==> src/rtl/simd_pkg.sv <==
// Shared opcode and FSM-state definitions for the SIMD sequencer / Processing_Element path.
package simd_pkg;

    localparam int OPW = 3;

    typedef enum logic [OPW-1:0] {
        OP_ADD  = 3'd0,
        OP_SUB  = 3'd1,
        OP_MUL  = 3'd2,
        OP_AND  = 3'd3,
        OP_OR   = 3'd4,
        OP_XOR  = 3'd5,
        OP_PASS = 3'd6,
        OP_NOP  = 3'd7
    } op_e;

    typedef enum logic [2:0] {
        ST_IDLE,
        ST_CLR,
        ST_ISSUE,
        ST_WAIT,
        ST_RESP
    } issue_state_e;

endpackage

==> src/rtl/pe_issue_unit.sv <==
// Issues one decoded SIMD op at a time to a Processing_Element and returns its result.
// Optional PE_DONE watchdog: define PE_ISSUE_TIMEOUT_EN.
module pe_issue_unit #(
    parameter int N           = 16,
    parameter int OPW         = 3,
    parameter int TIMEOUT_CYC = 64
) (
    input  logic             CLK,
    input  logic             RSTN,
    input  logic             IN_VALID,
    output logic             IN_READY,
    input  logic [OPW-1:0]   IN_OP,
    input  logic [N-1:0]     IN_A,
    input  logic [N-1:0]     IN_B,
    output logic             PE_START,
    output logic [OPW-1:0]   PE_OP,
    output logic [N-1:0]     PE_A,
    output logic [N-1:0]     PE_B,
    output logic             RST_MUL,
    input  logic             PE_DONE,
    input  logic [2*N-1:0]   PE_RESULT,
    output logic             OUT_VALID,
    input  logic             OUT_READY,
    output logic [2*N-1:0]   OUT_DATA,
    output logic             OUT_ERR
);
    import simd_pkg::*;

    if (TIMEOUT_CYC < 1) begin : g_bad_timeout
        $error("TIMEOUT_CYC must be at least 1");
    end

    issue_state_e   state_q, state_d;
    logic [OPW-1:0] pe_op_q, pe_op_d;
    logic [N-1:0]   pe_a_q, pe_a_d;
    logic [N-1:0]   pe_b_q, pe_b_d;
    logic [2*N-1:0] out_data_q, out_data_d;
    logic           pe_start_q, pe_start_d;
    logic           rst_mul_q, rst_mul_d;
    logic           done_ok;
    logic           timeout;
    logic           out_err_d;

    // The PE cannot answer in its own launch cycle, so a DONE seen alongside START is noise.
    assign done_ok = PE_DONE && !pe_start_q;

`ifdef PE_ISSUE_TIMEOUT_EN
    localparam int TO_W = $clog2(TIMEOUT_CYC + 1);

    logic [TO_W-1:0] to_cnt_q, to_cnt_d;
    logic            out_err_q;

    // Counter sits at zero outside WAIT, so entering WAIT always starts a fresh count.
    assign to_cnt_d = (state_q == ST_WAIT) ? to_cnt_q + 1'b1 : '0;
    assign timeout  = (state_q == ST_WAIT) && !done_ok
                      && (to_cnt_q == TO_W'(TIMEOUT_CYC - 1));

    always_ff @(posedge CLK or negedge RSTN) begin
        if (!RSTN) begin
            to_cnt_q  <= '0;
            out_err_q <= 1'b0;
        end else begin
            to_cnt_q  <= to_cnt_d;
            out_err_q <= out_err_d;
        end
    end

    assign OUT_ERR = out_err_q;
`else
    assign timeout = 1'b0;
    assign OUT_ERR = 1'b0;
`endif

    // NOTE: every variable gets a default before the case so no path can infer a latch.
    always_comb begin
        state_d    = state_q;
        pe_op_d    = pe_op_q;
        pe_a_d     = pe_a_q;
        pe_b_d     = pe_b_q;
        out_data_d = out_data_q;
        out_err_d  = OUT_ERR;
        pe_start_d = (state_q == ST_ISSUE);
        rst_mul_d  = (state_q == ST_CLR) || timeout;

        case (state_q)
            ST_IDLE: begin
                if (IN_VALID) begin
                    pe_op_d = IN_OP;
                    pe_a_d  = IN_A;
                    pe_b_d  = IN_B;
                    case (op_e'(IN_OP))
                        OP_MUL:  state_d = ST_CLR;
                        OP_NOP: begin
                            state_d    = ST_RESP;
                            out_data_d = '0;
                            out_err_d  = 1'b0;
                        end
                        default: state_d = ST_ISSUE;
                    endcase
                end
            end
            ST_CLR:   state_d = ST_ISSUE;
            ST_ISSUE: state_d = ST_WAIT;
            ST_WAIT: begin
                if (done_ok) begin
                    out_data_d = PE_RESULT;
                    out_err_d  = 1'b0;
                    state_d    = ST_RESP;
                end else if (timeout) begin
                    out_data_d = '0;
                    out_err_d  = 1'b1;
                    state_d    = ST_RESP;
                end
            end
            ST_RESP: begin
                if (OUT_READY) state_d = ST_IDLE;
            end
            default: state_d = ST_IDLE;
        endcase
    end

    // NOTE: state uses non-blocking assignments so all flops update from the same pre-edge values.
    always_ff @(posedge CLK or negedge RSTN) begin
        if (!RSTN) begin
            state_q    <= ST_IDLE;
            pe_op_q    <= '0;
            pe_a_q     <= '0;
            pe_b_q     <= '0;
            out_data_q <= '0;
            pe_start_q <= 1'b0;
            rst_mul_q  <= 1'b0;
        end else begin
            state_q    <= state_d;
            pe_op_q    <= pe_op_d;
            pe_a_q     <= pe_a_d;
            pe_b_q     <= pe_b_d;
            out_data_q <= out_data_d;
            pe_start_q <= pe_start_d;
            rst_mul_q  <= rst_mul_d;
        end
    end

    assign IN_READY  = (state_q == ST_IDLE);
    assign OUT_VALID = (state_q == ST_RESP);
    assign PE_START  = pe_start_q;
    assign RST_MUL   = rst_mul_q;
    assign PE_OP     = pe_op_q;
    assign PE_A      = pe_a_q;
    assign PE_B      = pe_b_q;
    assign OUT_DATA  = out_data_q;

endmodule

==> config.mk <==
export PLATFORM = sky130hd
export DESIGN_NAME = pe_issue_unit
export DESIGN_NICKNAME = d
export VERILOG_FILES = /design/src/rtl/simd_pkg.sv /design/src/rtl/pe_issue_unit.sv
export SDC_FILE = /design/constraint.sdc
export NUM_CORES = 1
export LEC_CHECK = 0
export ABC_CLOCK_PERIOD_IN_PS = 1850
export BUFFER_PORTS_ARGS = -buffer_cell sky130_fd_sc_hd__buf_4
export CAP_MARGIN = 20
export CELL_PAD_IN_SITES_DETAIL_PLACEMENT = 1
export CELL_PAD_IN_SITES_GLOBAL_PLACEMENT = 1
export CORE_MARGIN = 1.5
export CORE_UTILIZATION = 30
export CTS_BUF_LIST = sky130_fd_sc_hd__clkbuf_4 sky130_fd_sc_hd__clkbuf_8
export CTS_CLUSTER_SIZE = 12
export DETAILED_ROUTE_END_ITERATION = 10
export GPL_TIMING_DRIVEN = 0
export PLACE_DENSITY_LB_ADDON = 0.2
export SKIP_CTS_REPAIR_TIMING = 1
export SLEW_MARGIN = 20
export SYNTH_ARGS = -nofsm -noshare
export SYNTH_HDL_FRONTEND = slang
export SYNTH_SLANG_ARGS = --single-unit
==> constraint.sdc <==
create_clock -name CLK -period 1.85 [get_ports CLK]
set_clock_uncertainty 0.1 [all_clocks]
set_input_delay 0.0925 -clock CLK [delete_from_list [all_inputs] [get_ports CLK]]
set_output_delay 0.0925 -clock CLK [all_outputs]
set_load 0.02 [all_outputs]
==> flow_metrics.env, run 1 <==
export IMPL_yosysTopAreaCell="dfrtp_1"
export IMPL_avgSynthCellArea_um2=15.62
export IMPL_clock_latency_ns=0.33
export IMPL_hold_viol=0
export IMPL_port_buffers=142
export IMPL_cp_top_family="simple AND/OR/NAND/NOR gates"
export IMPL_cts_root_buf="clkbuf_8"
export IMPL_violations="DRC, setup timing"
export IMPL_ff_latch_area_um2=1802
export IMPL_critPathBufInv=2
export IMPL_hold_slack_ns=0.05866
export IMPL_fillerInstances=867
export IMPL_synth_top_area_share=0.6519
export IMPL_vdd_ir_drop_worst_v=0.0006714
export IMPL_antennaDiodeCount=0
export IMPL_slew_violations=0
export IMPL_ant_nets=0
export IMPL_p_leak_nw=2.548
export IMPL_crit_path_end_kind="flop"
export IMPL_relSlewSlack=0.3829
export IMPL_cap_violations=0
export IMPL_seq_power_share=0.317
export IMPL_fin_crit_ns=1.960
export IMPL_critical_path_required_ns=1.97
export IMPL_start_util=0.3139
export IMPL_run_status="finished, violations left"
export IMPL_pre_cts_slack_ns=-0.2906
export IMPL_dp_hpwl_um=5347
export IMPL_cpMaxStageDelayCell="or4_4"
export IMPL_grt_pass1_vias=2218
export IMPL_pwr_share_clk=0.162
export IMPL_p_int_mw=5.575
export IMPL_synth_seq_cells=72
export IMPL_syn_area_um2=2764
export IMPL_worst_setup_path_type="reg -> reg"
export IMPL_critPathArrivalTime_ns=2.08
export IMPL_synth_nets=249
export IMPL_drt_pre_antenna_iters=7
export IMPL_core_um2=8806
export IMPL_min_period_over_period=1.060
export IMPL_multi_input_area_um2=939.7
export IMPL_wirelength_um=9327
export IMPL_final_common_cell="buf_4"
export IMPL_cts_sinks=72
export IMPL_p_comb_frac=0.521
export IMPL_path_clk_slew_ns=0.08
export IMPL_drive_above_1_share=0.5351
export IMPL_fp_dieH_um=98.99
export IMPL_final_cell_mix="buf_4, dfrtp_1, dlygate4sd3_1, a22o_1, mux2_4"
export IMPL_crit_path_start_kind="flop"
export IMPL_vias=2407
export IMPL_rows=34
export IMPL_die_area_um2=9798
export IMPL_grt_use_total=0.1541
export IMPL_swShare=0.3646
export IMPL_worst_slew_pin_slew_ns=0.9257
export IMPL_final_core_util=0.5831
export IMPL_hold_path_class="in -> reg"
export IMPL_grt_ovfl_total=0
export IMPL_max_freq_ghz=0.5102
export IMPL_fin_tns_setup_ns=-2.846
export IMPL_grt_max_degree=73
export IMPL_finalNetCount=481
export IMPL_synthArstFlopShare=1.000
export IMPL_synth_seq_area_share=0.6519
export IMPL_antenna_found_initial=0
export IMPL_slowest_delay_ns=0.58
export IMPL_drc_errors=9
export IMPL_power_density_nw_per_um2=1709
export IMPL_setup_ws_ns=-0.1102
export IMPL_numCtsBuffers=9
export IMPL_setup_viol=30
export IMPL_area_delta_synth_final_pct=85.79
export IMPL_ioPinCount=144
export IMPL_die_width_um=98.99
export IMPL_synth_area_leaders="dfrtp_1, mux2_2, a22o_1"
export IMPL_htreeDepth=3
export IMPL_power_switching_mw=3.199
export IMPL_crit_chain="buf_6, and2_4, nor2b_4, or4_4, buf_4, a22o_4"
export IMPL_grt_pass1_wl_um=11790
export IMPL_yosys_warnings=0
export IMPL_synth_cell_types=28
export IMPL_cts_buffer_depth=2
export IMPL_rsz0062_at_grt="yes"
export IMPL_drt_iter0_drc=43
export IMPL_via_per_inst=4.620
export IMPL_synth_edf_count=0
export IMPL_netlist_instances=177
export IMPL_routabilityCongestion=0.7243
export IMPL_synthFlopType="dfrtp_1"
export IMPL_wl_per_cell_um=17.90
export IMPL_crit_path_max_fanout=7
export IMPL_cts_tree="yes"
[worst register-to-register path, stage by stage (launching register included)]
cell and delay [ns]:
dfrtp_1 0.38, buf_6 0.14, and2_4 0.15, nor2b_4 0.12, or4_4 0.58, buf_4 0.19, a22o_4 0.20
[synth_stat cells, drive strengths merged, types with 2 or more instances]
cell	n
a22o	32
buf	10
clkbuf	4
dfrtp	72
mux2	35
nand2	3
nor2	3
nor3	2
nor3b	2
nor4b	2
[sequential cells by signal (all words and copies together), names as in the netlist]
register / cells
PE_OP: 3
OUT_DATA: 32
PE_START: 1
state_q: 3
PE_B: 16
RST_MUL: 1
PE_A: 16
[stage by stage]
| step | area [µm²] | cells | total power, mW |
|---|---|---|---|
| 5_1_grt | 5135 | 521 | 9.213 |
| 4_1_cts | 4204 | 442 | 8.161 |
| 2_1_floorplan | 2775 | 177 | 4.996 |
| 6_report | 5135 | 521 | 8.773 |
| 3_5_place_dp | 3976 | 427 | 6.706 |
| 3_3_place_gp | 3976 | 427 | 6.626 |
[cell type report]
cell class	count	area share
buffer	13	0.02997
clock buffer	11	0.02948
clock inverter	4	0.01486
inverter	1	0.0007310
multi-input combinational	90	0.1830
sequential	72	0.3509
tap	108	0.02632
timing repair buffer	222	0.3648
[layer usage]
metal / vias to the layer above / global-route usage / wire [µm]
li1: 1107 / - / -
met1: 1210 / 0.2024 / 3621
met2: 80 / 0.2499 / 5051
met3: 10 / 0.04184 / 520
met4: 0 / 0.04615 / 133
met5: - / 0 / 0
[path summary, 6_finish.rpt]
check	start	endpoint	slack, ns	cells after the start
max	state_q[0]$_DFFE_PN0P_	OUT_DATA[1]$_DFFE_PN0P_	-0.11	6
min	PE_DONE	state_q[1]$_DFFE_PN0P_	0.06	3
max in group asynchronous	RSTN	PE_A[10]$_DFFE_PN0P_	0.70	2
min reg2reg	PE_A[2]$_DFFE_PN0P_	PE_A[2]$_DFFE_PN0P_	0.39	1
min in group asynchronous	RSTN	OUT_DATA[4]$_DFFE_PN0P_	0.33	2
max reg2reg	state_q[0]$_DFFE_PN0P_	OUT_DATA[1]$_DFFE_PN0P_	-0.11	6
[power by group through the flow]
stage	Combinational, mW	Clock (mW)	Sequential (mW)
after floorplan	1.36	0	3.64
after global placement	3.90	0	2.72
after detailed placement	3.96	0	2.75
after CTS	3.97	1.46	2.73
after global routing	4.82	1.52	2.87
final	4.57	1.42	2.78
[kinds of logic (layout without fill, tap and decap cells)]
kind of cell	count (synthesis)	count (layout)	synth area share
buffers and inverters	15	251	0.04209
other	1	1	0.001357
DFF	72	72	0.6519
and+or+nand+nor	16	16	0.04300
muxes	35	35	0.1426
xor gates and xnor gates	1	1	0.003169
AOI/OAI and AO/OA	37	37	0.1159
(Power assumes the default switching activity.)
==> run 2: changes to the inputs <==
--- a/config.mk
+++ b/config.mk
@@ -18,6 +18,7 @@
 export GPL_TIMING_DRIVEN = 0
 export PLACE_DENSITY_LB_ADDON = 0.2
 export SKIP_CTS_REPAIR_TIMING = 1
+export SKIP_LAST_GASP = 1
 export SLEW_MARGIN = 20
 export SYNTH_ARGS = -nofsm -noshare
 export SYNTH_HDL_FRONTEND = slang
==> flow_metrics.env, run 2 (same netlist as run 1, synthesis figures left out) <==
export IMPL_ioPinCount=144
export IMPL_drc_errors=9
export IMPL_critical_path_required_ns=1.96
export IMPL_hold_path_class="in -> reg"
export IMPL_largest_reg_flops=32
export IMPL_antenna_found_initial=0
export IMPL_crit_path_max_fanout=7
export IMPL_p_leak_nw=2.473
export IMPL_numCtsBuffers=9
export IMPL_grt_max_degree=73
export IMPL_cap_violations=0
export IMPL_rows=34
export IMPL_ant_nets=0
export IMPL_die_width_um=98.99
export IMPL_cts_sinks=72
export IMPL_fin_tns_setup_ns=-4.441
export IMPL_fin_crit_ns=1.958
export IMPL_finalNetCount=481
export IMPL_dpl_cell_count=427
export IMPL_slew_violations=0
export IMPL_power_density_nw_per_um2=1696
export IMPL_violations="DRC, setup timing"
export IMPL_run_status="finished, violations left"
export IMPL_relSlewSlack=0.3818
export IMPL_wirelength_um=9062
export IMPL_drive_above_1_share=0.5327
export IMPL_setup_ws_ns=-0.1083
export IMPL_pre_cts_slack_ns=-0.2906
export IMPL_setup_viol=60
export IMPL_finalNonFillerCells=521
export IMPL_worst_slew_pin_slew_ns=0.9274
export IMPL_grt_pass1_vias=2218
export IMPL_grt_use_total=0.1541
export IMPL_slowest_delay_ns=0.58
export IMPL_path_clk_slew_ns=0.08
export IMPL_final_cell_mix="buf_4, dfrtp_1, dlygate4sd3_1, mux2_2, a22o_1"
export IMPL_wl_per_cell_um=17.39
export IMPL_grt_ovfl_total=0
export IMPL_core_um2=8806
export IMPL_crit_path_end_kind="flop"
export IMPL_clock_latency_ns=0.33
export IMPL_crit_chain="buf_6, and2_4, nor2b_4, or4_4, buf_4, a22o_4"
export IMPL_dp_hpwl_um=5347
export IMPL_rsz0062_at_grt="yes"
export IMPL_cp_top_family="simple AND/OR/NAND/NOR gates"
export IMPL_cpMaxStageDelayCell="or4_4"
export IMPL_crit_path_start_kind="flop"
export IMPL_vdd_ir_drop_worst_v=0.0007327
export IMPL_worst_setup_path_type="reg -> reg"
export IMPL_fp_dieH_um=98.99
export IMPL_routabilityCongestion=0.7243
export IMPL_max_freq_ghz=0.5106
export IMPL_drt_pre_antenna_iters=7
export IMPL_critPathBufInv=2
export IMPL_hold_viol=0
export IMPL_drt_iter0_drc=47
export IMPL_via_per_inst=4.618
export IMPL_start_util=0.3139
export IMPL_vias=2406
export IMPL_grt_pass1_wl_um=11790
export IMPL_final_common_cell="buf_4"
export IMPL_cts_root_buf="clkbuf_8"
export IMPL_port_buffers=142
export IMPL_cts_tree="yes"
export IMPL_area_delta_synth_final_pct=81.58
export IMPL_htreeDepth=3
export IMPL_antennaDiodeCount=0
export IMPL_die_area_um2=9798
export IMPL_cts_buffer_depth=2
export IMPL_critPathArrivalTime_ns=2.07
export IMPL_min_period_over_period=1.059
==> run 2: changes by cell type in the layout (fill, tap and decap cells not counted), sizes merged <==
cell	before	now
buf	161	158
clkbuf	16	19
==> run 2: through the flow <==
| stage | util | power, mW | hold slack (ns) | instance area (µm²) |
|---|---|---|---|---|
| 2_1_floorplan | - | 4.996 | -0.3031 | 2775 |
| 3_3_place_gp | 0.4515 | 6.626 | 0.1962 | 3976 |
| 4_1_cts | 0.4774 | 8.161 | -0.1764 | 4204 |
| 3_5_place_dp | 0.4515 | 6.706 | 0.1946 | 3976 |
| 5_1_grt | 0.5699 | 8.959 | 0.06204 | 5019 |
| 6_report | 0.5699 | 8.510 | 0.06112 | 5019 |
==> run 2: area by class of cell <==
type                    count  area [µm²]
fillers                   887        3787
repair buffers            222        1869
clock buffers              11       151.4
well taps                 108       135.1
multi-input cells          90       864.6
inverters                   1       3.754
flip-flops and latches     72        1802
plain buffers              13       116.4
clock inverters             4       76.32
==> run 2: power breakdown <==
part	internal [mW]	leakage (nW)	switching (mW)
Sequential	2.34	0.900	0.417
Clock	0.831	0.112	0.581
Combinational	2.21	1.46	2.13
Total	5.39	2.47	3.12
==> run 2: final timing paths <==
check,startpoint,endpoint,slack (ns),cells past startpoint
worst max-delay path,state_q[0]$_DFFE_PN0P_,OUT_DATA[1]$_DFFE_PN0P_,-0.11,6
worst min-delay path,PE_DONE,state_q[1]$_DFFE_PN0P_,0.06,3
worst max register to register,state_q[0]$_DFFE_PN0P_,OUT_DATA[1]$_DFFE_PN0P_,-0.11,6
worst min register to register,PE_B[9]$_DFFE_PN0P_,PE_B[9]$_DFFE_PN0P_,0.39,1
max in group asynchronous,RSTN,PE_A[10]$_DFFE_PN0P_,0.70,2
min in group asynchronous,RSTN,OUT_DATA[4]$_DFFE_PN0P_,0.33,2
==> run 2: metal layers <==
metal  part of all wire  global-route usage  routed length (µm)  up-vias
met5                  0                   0                   0        -
met3              0.058             0.04184                 525       10
li1                   -                   -                   -     1104
met2               0.55              0.2499                4955       83
met1               0.38              0.2024                3449     1209
met4              0.015             0.04615                 132        0
==> run 2: worst reg2reg max path: stages, from the launching register on <==
cell	delay [ns]
dfrtp_1	0.38
buf_6	0.14
and2_4	0.15
nor2b_4	0.12
or4_4	0.58
buf_4	0.19
a22o_4	0.20
==> run 3: changes to the inputs <==
--- a/config.mk
+++ b/config.mk
@@ -9,9 +9,9 @@
 export BUFFER_PORTS_ARGS = -buffer_cell sky130_fd_sc_hd__buf_4
 export CAP_MARGIN = 20
 export CELL_PAD_IN_SITES_DETAIL_PLACEMENT = 1
-export CELL_PAD_IN_SITES_GLOBAL_PLACEMENT = 1
-export CORE_MARGIN = 1.5
-export CORE_UTILIZATION = 30
+export CELL_PAD_IN_SITES_GLOBAL_PLACEMENT = 2
+export CORE_MARGIN = 2
+export CORE_UTILIZATION = 26
 export CTS_BUF_LIST = sky130_fd_sc_hd__clkbuf_4 sky130_fd_sc_hd__clkbuf_8
 export CTS_CLUSTER_SIZE = 12
 export DETAILED_ROUTE_END_ITERATION = 10
==> flow_metrics.env, run 3 (same netlist as run 1, synthesis figures left out) <==
export IMPL_critical_path_required_ns=1.97
export IMPL_final_core_util=0.4859
export IMPL_grt_use_total=0.1252
export IMPL_cap_violations=0
export IMPL_p_comb_frac=0.504
export IMPL_max_freq_ghz=0.5201
export IMPL_dpl_cell_count=455
export IMPL_core_um2=10320
export IMPL_htreeDepth=3
export IMPL_finalNonFillerCells=546
export IMPL_grt_pass1_wl_um=11180
export IMPL_wl_per_cell_um=15.35
export IMPL_setup_ws_ns=-0.07267
export IMPL_wl_met1_um=3565
export IMPL_via_per_inst=4.399
export IMPL_hold_viol=0
export IMPL_swShare=0.3661
export IMPL_wl_met3_um=744
export IMPL_die_width_um=107.1
export IMPL_largest_reg_flops=32
export IMPL_die_area_um2=11470
export IMPL_antennaDiodeCount=0
export IMPL_ant_nets=0
export IMPL_fp_dieH_um=107.1
export IMPL_routabilityCongestion=0.6796
export IMPL_wirelength_um=8382
export IMPL_ioPinCount=144
export IMPL_pwr_share_clk=0.167
export IMPL_grt_pass1_vias=2138
export IMPL_fillerInstances=1077
export IMPL_drt_pre_antenna_iters=4
export IMPL_rows=37
export IMPL_crit_path_max_fanout=6
export IMPL_min_period_over_period=1.039
export IMPL_fin_crit_ns=1.923
export IMPL_power_density_nw_per_um2=1660
export IMPL_area_delta_synth_final_pct=81.48
export IMPL_cts_buffer_depth=2
export IMPL_final_common_cell="buf_4"
export IMPL_grt_max_degree=73
export IMPL_antenna_found_initial=0
export IMPL_clock_latency_ns=0.34
export IMPL_p_int_mw=5.278
export IMPL_run_status="finished, violations left"
export IMPL_worst_setup_path_type="reg -> reg"
export IMPL_power_switching_mw=3.048
export IMPL_wl_met2_um=3974
export IMPL_numCtsBuffers=9
export IMPL_p_leak_nw=2.448
export IMPL_pre_cts_slack_ns=-0.3697
export IMPL_drive_above_1_share=0.5317
export IMPL_dp_hpwl_um=5146
export IMPL_path_clk_slew_ns=0.08
export IMPL_setup_viol=61
export IMPL_cts_sinks=72
export IMPL_final_cell_mix="buf_4, dfrtp_1, dlygate4sd3_1, mux2_2, a22o_1"
export IMPL_drt_iter0_drc=70
export IMPL_port_buffers=142
export IMPL_violations="setup timing"
export IMPL_vdd_ir_drop_worst_v=0.0007223
export IMPL_grt_ovfl_total=0
export IMPL_start_util=0.2677
export IMPL_crit_path_start_kind="flop"
export IMPL_drc_errors=0
export IMPL_worst_slew_pin_slew_ns=0.9322
export IMPL_hold_path_class="in -> reg"
export IMPL_crit_path_end_kind="flop"
export IMPL_cts_root_buf="clkbuf_8"
export IMPL_finalNetCount=477
export IMPL_vias=2402
export IMPL_slew_violations=0
export IMPL_seq_power_share=0.330
export IMPL_cts_tree="yes"
export IMPL_top_layer="met4"
export IMPL_rsz0062_at_grt="yes"
export IMPL_relSlewSlack=0.3785
export IMPL_critPathArrivalTime_ns=2.05
run 3: metal layers:
metal	track usage	vias to the layer above
met5	0	-
met4	0.05009	0
met3	0.05714	8
met2	0.1704	103
met1	0.1711	1179
li1	-	1112
run 3: power by group through the flow:
stage          clock network, mW  logic, mW  registers, mW
2_1_floorplan                  0       1.36           3.64
3_3_place_gp                   0       3.90           2.73
3_5_place_dp                   0       3.92           2.76
4_1_cts                     1.44       3.93           2.75
5_1_grt                     1.50       4.46           2.85
6_report                    1.39       4.19           2.74
run 3: cell type report:
type / count / area, µm² / share of cell area
buffer: 13 / 116.4 / 0.02320
clock buffer: 11 / 138.9 / 0.02769
clock inverter: 5 / 81.33 / 0.01621
inverter: 1 / 3.754 / 0.0007483
multi-input combinational: 90 / 864.6 / 0.1724
sequential: 72 / 1802 / 0.3592
tap: 136 / 170.2 / 0.03392
timing repair buffer: 218 / 1839 / 0.3667
run 3: final timing paths:
check | startpoint | endpoint | slack, ns | cells after the start
min in group asynchronous | RSTN | OUT_DATA[29]$_DFFE_PN0P_ | 0.33 | 2
setup reg to reg | state_q[0]$_DFFE_PN0P_ | OUT_DATA[29]$_DFFE_PN0P_ | -0.07 | 6
hold reg to reg | PE_B[13]$_DFFE_PN0P_ | PE_B[13]$_DFFE_PN0P_ | 0.39 | 1
setup / recovery | state_q[0]$_DFFE_PN0P_ | OUT_DATA[29]$_DFFE_PN0P_ | -0.07 | 6
hold / removal | PE_DONE | state_q[1]$_DFFE_PN0P_ | 0.06 | 3
max in group asynchronous | RSTN | PE_B[8]$_DFFE_PN0P_ | 0.72 | 2
run 3: per-stage QoR:
step	hold WS, ns	setup TNS (ns)	cell area (µm²)	power, mW
CTS	-0.1757	-13.58	4232	8.112
global route	0.05356	-6.893	5016	8.808
floorplan	-0.3031	0	2775	4.996
global placement	0.1992	-11.82	4011	6.630
detailed placement	0.1929	-12.70	4011	6.678
finish	0.05528	-1.999	5016	8.326
run 3: critical path, stage by stage (launching register included):
cell and delay (ns):
dfrtp_1 0.38, buf_6 0.13, nor2_4 0.12, a41oi_2 0.11
or4_4 0.59, clkbuf_16 0.19, a22o_1 0.19
